==> config.mk <==
export PLATFORM = sky130hd
export DESIGN_NAME = reg_file_param
export DESIGN_NICKNAME = d
export VERILOG_FILES = /design/src/rtl/reg_file_param.sv
export SDC_FILE = /design/constraint.sdc
export NUM_CORES = 1
export LEC_CHECK = 0
export CORE_UTILIZATION = 55
export DETAILED_ROUTE_END_ITERATION = 10
export PLACE_DENSITY = 0.81
export SETUP_SLACK_MARGIN = 0.3
export SLEW_MARGIN = 40
export SYNTH_ARGS = -nofsm -noshare
export SYNTH_HDL_FRONTEND = slang
export SYNTH_SLANG_ARGS = --single-unit
==> constraint.sdc <==
create_clock -name clk -period 10.54 [get_ports clk]
set_input_delay 2.108 -clock clk [delete_from_list [all_inputs] [get_ports clk]]
set_output_delay 2.108 -clock clk [all_outputs]
set_load 0.01 [all_outputs]
==> src/rtl/reg_file_param.sv <==
// ---------------------------------------------------------------------------------------------
// reg_file_param
//
// Parametrised register file: DEPTH signed registers of WIDTH bits with one write port, two
// combinational read ports and a sequential clear engine that scrubs one entry per cycle.
//
// Parameters
//   WIDTH     data width of each register (signed)
//   DEPTH     number of registers, 2..2**ADDR_W
//   ADDR_W    address width
//   ZERO_REG  1: register 0 always reads 0 and ignores writes
//
// Optional feature
//   WRITE_BYPASS_EN  when defined, a read port addressing the entry being written (w_ack=1)
//                    returns w_data in the same cycle. Undefined: reads return the stored value.
//
// Ports
//   clk       in   clock, all state updates on posedge
//   rst       in   asynchronous active-high reset
//   w_flag    in   write request
//   w_addr    in   write address
//   w_data    in   write data (signed)
//   w_ack     out  write accepted this cycle (combinational)
//   r_addr_a  in   read address, port A
//   r_data_a  out  read data, port A (combinational)
//   r_addr_b  in   read address, port B
//   r_data_b  out  read data, port B (combinational)
//   clr_req   in   start clear sequence (sampled at posedge)
//   busy      out  clear sequence in progress
// ---------------------------------------------------------------------------------------------
module reg_file_param #(
  parameter int unsigned WIDTH    = 16,
  parameter int unsigned DEPTH    = 16,
  parameter int unsigned ADDR_W   = 4,
  parameter int unsigned ZERO_REG = 0
) (
  input  logic                     clk,
  input  logic                     rst,
  input  logic                     w_flag,
  input  logic [ADDR_W-1:0]        w_addr,
  input  logic signed [WIDTH-1:0]  w_data,
  output logic                     w_ack,
  input  logic [ADDR_W-1:0]        r_addr_a,
  output logic signed [WIDTH-1:0]  r_data_a,
  input  logic [ADDR_W-1:0]        r_addr_b,
  output logic signed [WIDTH-1:0]  r_data_b,
  input  logic                     clr_req,
  output logic                     busy
);

  typedef enum logic [0:0] {StIdle, StClear} state_e;

  localparam logic [ADDR_W-1:0] CntLast = ADDR_W'(DEPTH - 1);

  logic signed [WIDTH-1:0] r_mem [DEPTH];

  state_e            r_state;
  state_e            w_state_next;
  logic [ADDR_W-1:0] r_clr_cnt;
  logic [ADDR_W-1:0] w_clr_cnt_next;

  logic w_wr_in_range;
  logic w_wr_zero;
  logic w_ra_ok;
  logic w_rb_ok;

  // ---------------------------------------------------------------------------
  // Address qualification
  // ---------------------------------------------------------------------------
  // Register 0 is only special when the zero-register option is enabled.
  always_comb begin
    w_wr_in_range = 32'(w_addr) < DEPTH;
    w_wr_zero     = (ZERO_REG != 0) && (w_addr == '0);
    w_ra_ok       = (32'(r_addr_a) < DEPTH) && !((ZERO_REG != 0) && (r_addr_a == '0));
    w_rb_ok       = (32'(r_addr_b) < DEPTH) && !((ZERO_REG != 0) && (r_addr_b == '0));
  end

  // Reset gates the acknowledge directly so it drops the moment rst rises.
  always_comb begin
    w_ack = w_flag && !busy && !rst && w_wr_in_range && !w_wr_zero;
  end

  // ---------------------------------------------------------------------------
  // Clear FSM: state register
  // ---------------------------------------------------------------------------
  always_ff @(posedge clk or posedge rst) begin
    if (rst) begin
      r_state   <= StIdle;
      r_clr_cnt <= '0;
    end else begin
      r_state   <= w_state_next;
      r_clr_cnt <= w_clr_cnt_next;
    end
  end

  // ---------------------------------------------------------------------------
  // Clear FSM: next-state logic
  // ---------------------------------------------------------------------------
  // A clr_req arriving while already clearing is dropped, not queued.
  always_comb begin
    w_state_next   = r_state;
    w_clr_cnt_next = r_clr_cnt;
    unique case (r_state)
      StIdle: begin
        if (clr_req) begin
          w_state_next   = StClear;
          w_clr_cnt_next = '0;
        end
      end
      StClear: begin
        if (r_clr_cnt == CntLast) begin
          w_state_next   = StIdle;
          w_clr_cnt_next = '0;
        end else begin
          w_clr_cnt_next = r_clr_cnt + 1'b1;
        end
      end
      default: begin
        w_state_next   = StIdle;
        w_clr_cnt_next = '0;
      end
    endcase
  end

  // ---------------------------------------------------------------------------
  // Clear FSM: outputs
  // ---------------------------------------------------------------------------
  always_comb begin
    busy = (r_state == StClear);
  end

  // ---------------------------------------------------------------------------
  // Storage
  // ---------------------------------------------------------------------------
  // While clearing, w_ack is forced low, so scrub and write never collide.
  always_ff @(posedge clk or posedge rst) begin
    if (rst) begin
      for (int i = 0; i < int'(DEPTH); i++) begin
        r_mem[i] <= '0;
      end
    end else if (r_state == StClear) begin
      r_mem[r_clr_cnt] <= '0;
    end else if (w_ack) begin
      r_mem[w_addr] <= w_data;
    end
  end

  // ---------------------------------------------------------------------------
  // Read ports
  // ---------------------------------------------------------------------------
  // Out-of-range and zero-register addresses read as 0. Reads during a clear
  // see the partially scrubbed contents.
  always_comb begin
    r_data_a = '0;
    if (w_ra_ok) begin
      r_data_a = r_mem[r_addr_a];
    end
`ifdef WRITE_BYPASS_EN
    // w_ack already excludes the zero register and out-of-range addresses.
    if (w_ack && (w_addr == r_addr_a)) begin
      r_data_a = w_data;
    end
`endif
  end

  always_comb begin
    r_data_b = '0;
    if (w_rb_ok) begin
      r_data_b = r_mem[r_addr_b];
    end
`ifdef WRITE_BYPASS_EN
    if (w_ack && (w_addr == r_addr_b)) begin
      r_data_b = w_data;
    end
`endif
  end

endmodule

# Word-level counts from Yosys, hierarchy flattened

Index checks and enable logic that the tools add are counted.

Order comparisons: 6
Mux-type cells: 19
Bitwise operators: 7
Equal/unequal tests: 2
Reduce and logical (&&, ||, !) cells: 7
Add/subtract/negate cells: 1

Operator list:

| operator                                                   | number |
|---|---|
| 2-to-1 mux 256 bit                                         | 2 |
| bitwise AND 256 bit                                        | 1 |
| bitwise mux 256 bit                                        | 1 |
| inverter 256 bit                                           | 1 |
| binary-select mux 16 bit (select 4 bit)                    | 2 |
| demux 16 bit (select 4 bit)                                | 2 |
| 2-to-1 mux 16 bit                                          | 6 |
| >= comparator 5 bit, second input constant                 | 4 |
| inverter 4 -> 5 bit                                        | 4 |
| less-than comparator 5 x 1 -> 1 bit, second input constant | 2 |
| 2-to-1 mux 4 bit                                           | 2 |
| case mux 4 bit (2 select lines)                            | 1 |
| adder 4 x 1 -> 4 bit, second input constant                | 1 |
| equality test 4 bit, second input constant                 | 1 |
| logical AND 1 bit                                          | 4 |
| zero test 1 bit                                            | 2 |
| 2-to-1 mux 1 bit                                           | 2 |
| != test 2 bit, second input constant                       | 1 |
| case mux 1 bit (2 select lines)                            | 1 |
| nonzero test 2 bit                                         | 1 |
| inverter 1 bit                                             | 1 |

Register bits after elaboration: 261
Word-level logic and storage cells: 60
Bits of input ports: 32
Output and inout port bits: 34

# Logic depth before layout (Yosys ltp)

Depth in word-level cells: 8
Depth in mapped cells: 7
Mapped depth without buffers: 5

# Worst setup path after synthesis

Ideal clock, no wire load.

Kind: in2out
Start: input rst
End: output w_ack
Data arrival time: 8290 ps
Cell stages on the path: 2
Slack: 142 ps
Data required time: 8432 ps
Path buffers: 0
Cells stage by stage: inv_1 -> and3_1

Longest elaborated chain between the ends: 2

RTL lines:

| element                   | RTL line | text |
|---|---|---|
| start, declared           | 38       | `input logic rst,` |
| zero test 1 bit (no line) | n/a      |  |
| logical AND 1 bit         | 80       | `w_ack = w_flag && !busy && !rst && w_wr_in_range && !w_wr_zero;` |
| end, declared             | 42       | `output logic w_ack,` |

Every way passes these cells.

# Final worst setup path

Start: input r_addr_b[1]
End: output r_data_b[15]

Longest elaborated chain between the ends: 4

RTL lines:

| element                                              | RTL line | text |
|---|---|---|
| start, declared                                      | 45       | `input logic [ADDR_W-1:0] r_addr_b,` |
| inverter 4 -> 5 bit (not written as such)            | 169      | `r_data_b = r_mem[r_addr_b];` |
| binary-select mux 16 bit (select 4 bit)              | 169      |  |
| 2-to-1 mux 16 bit (not written as such) (2 in a row) | 169      |  |
| end, declared                                        | 46       | `output logic signed [WIDTH-1:0] r_data_b,` |

Every way passes these cells. The select of a mux whose other input is x is not followed.

==> metrics.txt <==
max-cap viol count=0; final instance area=16800 µm²; crit-path cells=buf_2 -> buf_4 -> mux4_2 -> a22oi_1 -> nand2_1 -> clkdlybuf4s50_1; Num CTS Buffers=28; type of origin of the critical path=primary input; Post-CTS Resized=0; htree depth=1; initial core utilization=55.9%; first-iteration detailed-routing DRC count=approximately 1.2k; Distinct cells, synth=37; Fmax achieved=144 MHz; via/cell ratio=7.05; Crit Path Max Fanout=41; minimum clock period after layout=between 6000 and 7000 ps; placed cells=1550; max incr delay on CP=640 ps; Post-CTS Setup Inserts=0; Syn-to-layout area delta=11.9%; Rows=60; power per cell area=between 200 and 300 nW/µm²; area leader, netlist=dfrtp_1; CTS root buf=clkbuf_16; ANT nets after route=0; Peak VDD IR=127 µV; setup_tns=0 ps; setup violation total in the final timing report=0; initial antenna violation count=0; Worst Setup EP=r_data_b[15]; worst-margin pin slew=892 ps; DP Wirelength=between 20000 and 30000 µm; CTS max path bufs=3; post-synth top area share=43.5%; unrepaired setup endpoints after global routing=no; routed via count=11.3k; Ports=66; fin crit share=between 60% and 70%; final hold violation count=0; Worst setup startpoint=r_addr_b[1]; Avg WL per Cell=28.2 µm; first-pass GRT wire length=around 69000 µm; Total Wirelength=45100 µm; largest net degree at the start of global routing=104; post-synth net total=1269; worst reg-to-reg setup slack=8090 ps; max-slew violations=0; synthesized instance count=1233; RR Endpoint=r_mem[18]; Post-synth EDFFs=0; non-filler instance count after layout=1601; Clock Pin Slew Worst Setup and Hold Paths=60 ps; clock sinks=261; Hold Slack=540 ps; clk_skew=6.46 ps; drt pass-1 iters=7; Avg Inst Size Synth=12.2 µm²; DRC viols=0; ant diodes=0; #FFs+latches synth=261; Hold Crit Class=reg2reg; gr usage total=33.0%; Die Area=between 20000 and 30000 µm²; top post-synthesis cells by area=dfrtp_1, mux4_2, mux2i_1; number of port buffers=65; synthesized area=~15000 µm²; Synth Flop Type=dfrtp_1; post-synthesis sequential area ratio=43.5%; placed cell area=15800 µm²; GPL Wtd Cong=0.848; Clock Latency Late Sink=roughly 540 ps; vias in the first global route=11.7k; Relative slew margins=40.3%; CP arrival=roughly 4900 ps; worst path required time=8430 ps; ys async rst share=100%; total gr overflow=0; status=completed; Tot Pwr=4.36 mW; crit end category=output pin; Die Y=~170 µm; final net count=1275; share of cells above drive strength 1=18.4%; Crit Path Category=in2out; slowest cell on the critical path=buf_4; worst reg2reg startpoint=busy; worst reg-to-reg path cell count=4; Die Wd=167 µm; cts hold-fix bufs=0; synthesis warning total=0; CTS tree=yes; Core ar.=approximately 27000 µm²; Leak=between 8 and 9 nW
==> placed cells by master, fill, tap and decap left out, types with 3 or more instances in the layout <==
master / synthesis / final
and2_2: 0 / 3
clkdlybuf4s50_1: 0 / 61
nand3_1: 35 / 35
bufinv_16: 0 / 5
buf_6: 10 / 6
nand3_4: 13 / 13
buf_4: 8 / 19
nand4_1: 20 / 20
clkinv_2: 0 / 4
mux2i_1: 241 / 241
dfrtp_1: 261 / 261
clkbuf_1: 62 / 7
o311ai_0: 16 / 16
nor2_4: 1 / 3
clkbuf_8: 0 / 6
nand4b_1: 8 / 8
clkbuf_16: 0 / 29
ha_1: 4 / 4
inv_1: 20 / 19
nand2_1: 277 / 277
mux4_2: 128 / 128
a22oi_1: 64 / 64
==> per-layer routing <==
layer	up-vias	GRT usage [%]	share of wire (%)
met4	0	18.8	5.7
li1	4579	-	-
met2	754	50.9	46
met1	5777	42.7	37
met3	175	8.39	11
met5	-	0	0
==> worst min path at each step <==
stage / start / end / slack, ps / cells past startpoint
2_1_floorplan: r_mem[0] / r_mem[0] / 510 / 2
3_3_place_gp: r_mem[19] / r_mem[19] / 520 / 2
3_5_place_dp: r_mem[19] / r_mem[19] / 530 / 2
4_1_cts: r_mem[210] / r_mem[210] / 540 / 2
5_1_grt: r_mem[19] / r_mem[19] / 560 / 2
6_report: r_mem[210] / r_mem[210] / 540 / 2
==> per-stage QoR <==
step           util [%]  worst slack, ps
2_1_floorplan         -             1920
3_3_place_gp       58.3             3440
3_5_place_dp       58.8             3440
4_1_cts            62.5             3430
5_1_grt            62.6             3490
6_report           62.6             3580
==> registers in the layout, indices dropped and copies added (netlist names) <==
| register | cells |
|---|---|
| r_mem | 256 |
| r_clr_cnt | 4 |
| busy | 1 |
==> where the power goes <==
| part | switching (mW) | total (mW) | internal (mW) |
|---|---|---|---|
| registers | 0.392 | 1.83 | 1.44 |
| logic | 0.709 | 1.45 | 0.741 |
| clock network | 0.412 | 1.08 | 0.666 |
==> cells in the mapped netlist, types with 4 or more instances <==
cell type and number:
buf_6 10, ha_1 4, o311ai_0 16, a22oi_1 64, inv_1 20, nand2_1 277
nand3_4 13, dfrtp_1 261, nand3_1 35, mux4_2 128, buf_4 8, nand4_1 20
nor2b_1 4, mux2i_1 241, clkbuf_1 62, buf_1 9, nand4b_1 8, buf_2 25
==> area by class of cell <==
| cell class | count | area [µm²] |
|---|---|---|
| Clock buffer | 42 | 835 |
| Clock inverter | 9 | 170 |
| Fill cell | 1990 | 10100 |
| Inverter | 20 | 78.8 |
| Multi-Input combinational cell | 837 | 7880 |
| Sequential cell | 261 | 6530 |
| Tap cell | 341 | 427 |
| Timing Repair Buffer | 91 | 898 |
==> logic make-up after synthesis <==
group / after synthesis / share of synthesized area [%]
buf+inv: 135 / 4.36
simple gates: 379 / 12.2
flops: 261 / 43.5
compound gates: 84 / 4.32
fa+ha+maj: 4 / 0.333
mux: 369 / 35.2
xor+xnor: 1 / 0.0583
==> worst max-delay path: cells and delay by family <==
| family | cells | cell delay (ps) |
|---|---|---|
| compound gates | 1 | 310 |
| buf+inv | 3 | 1650 |
| simple gates | 1 | 170 |
| mux | 1 | 580 |
(Power assumes the default switching activity.)
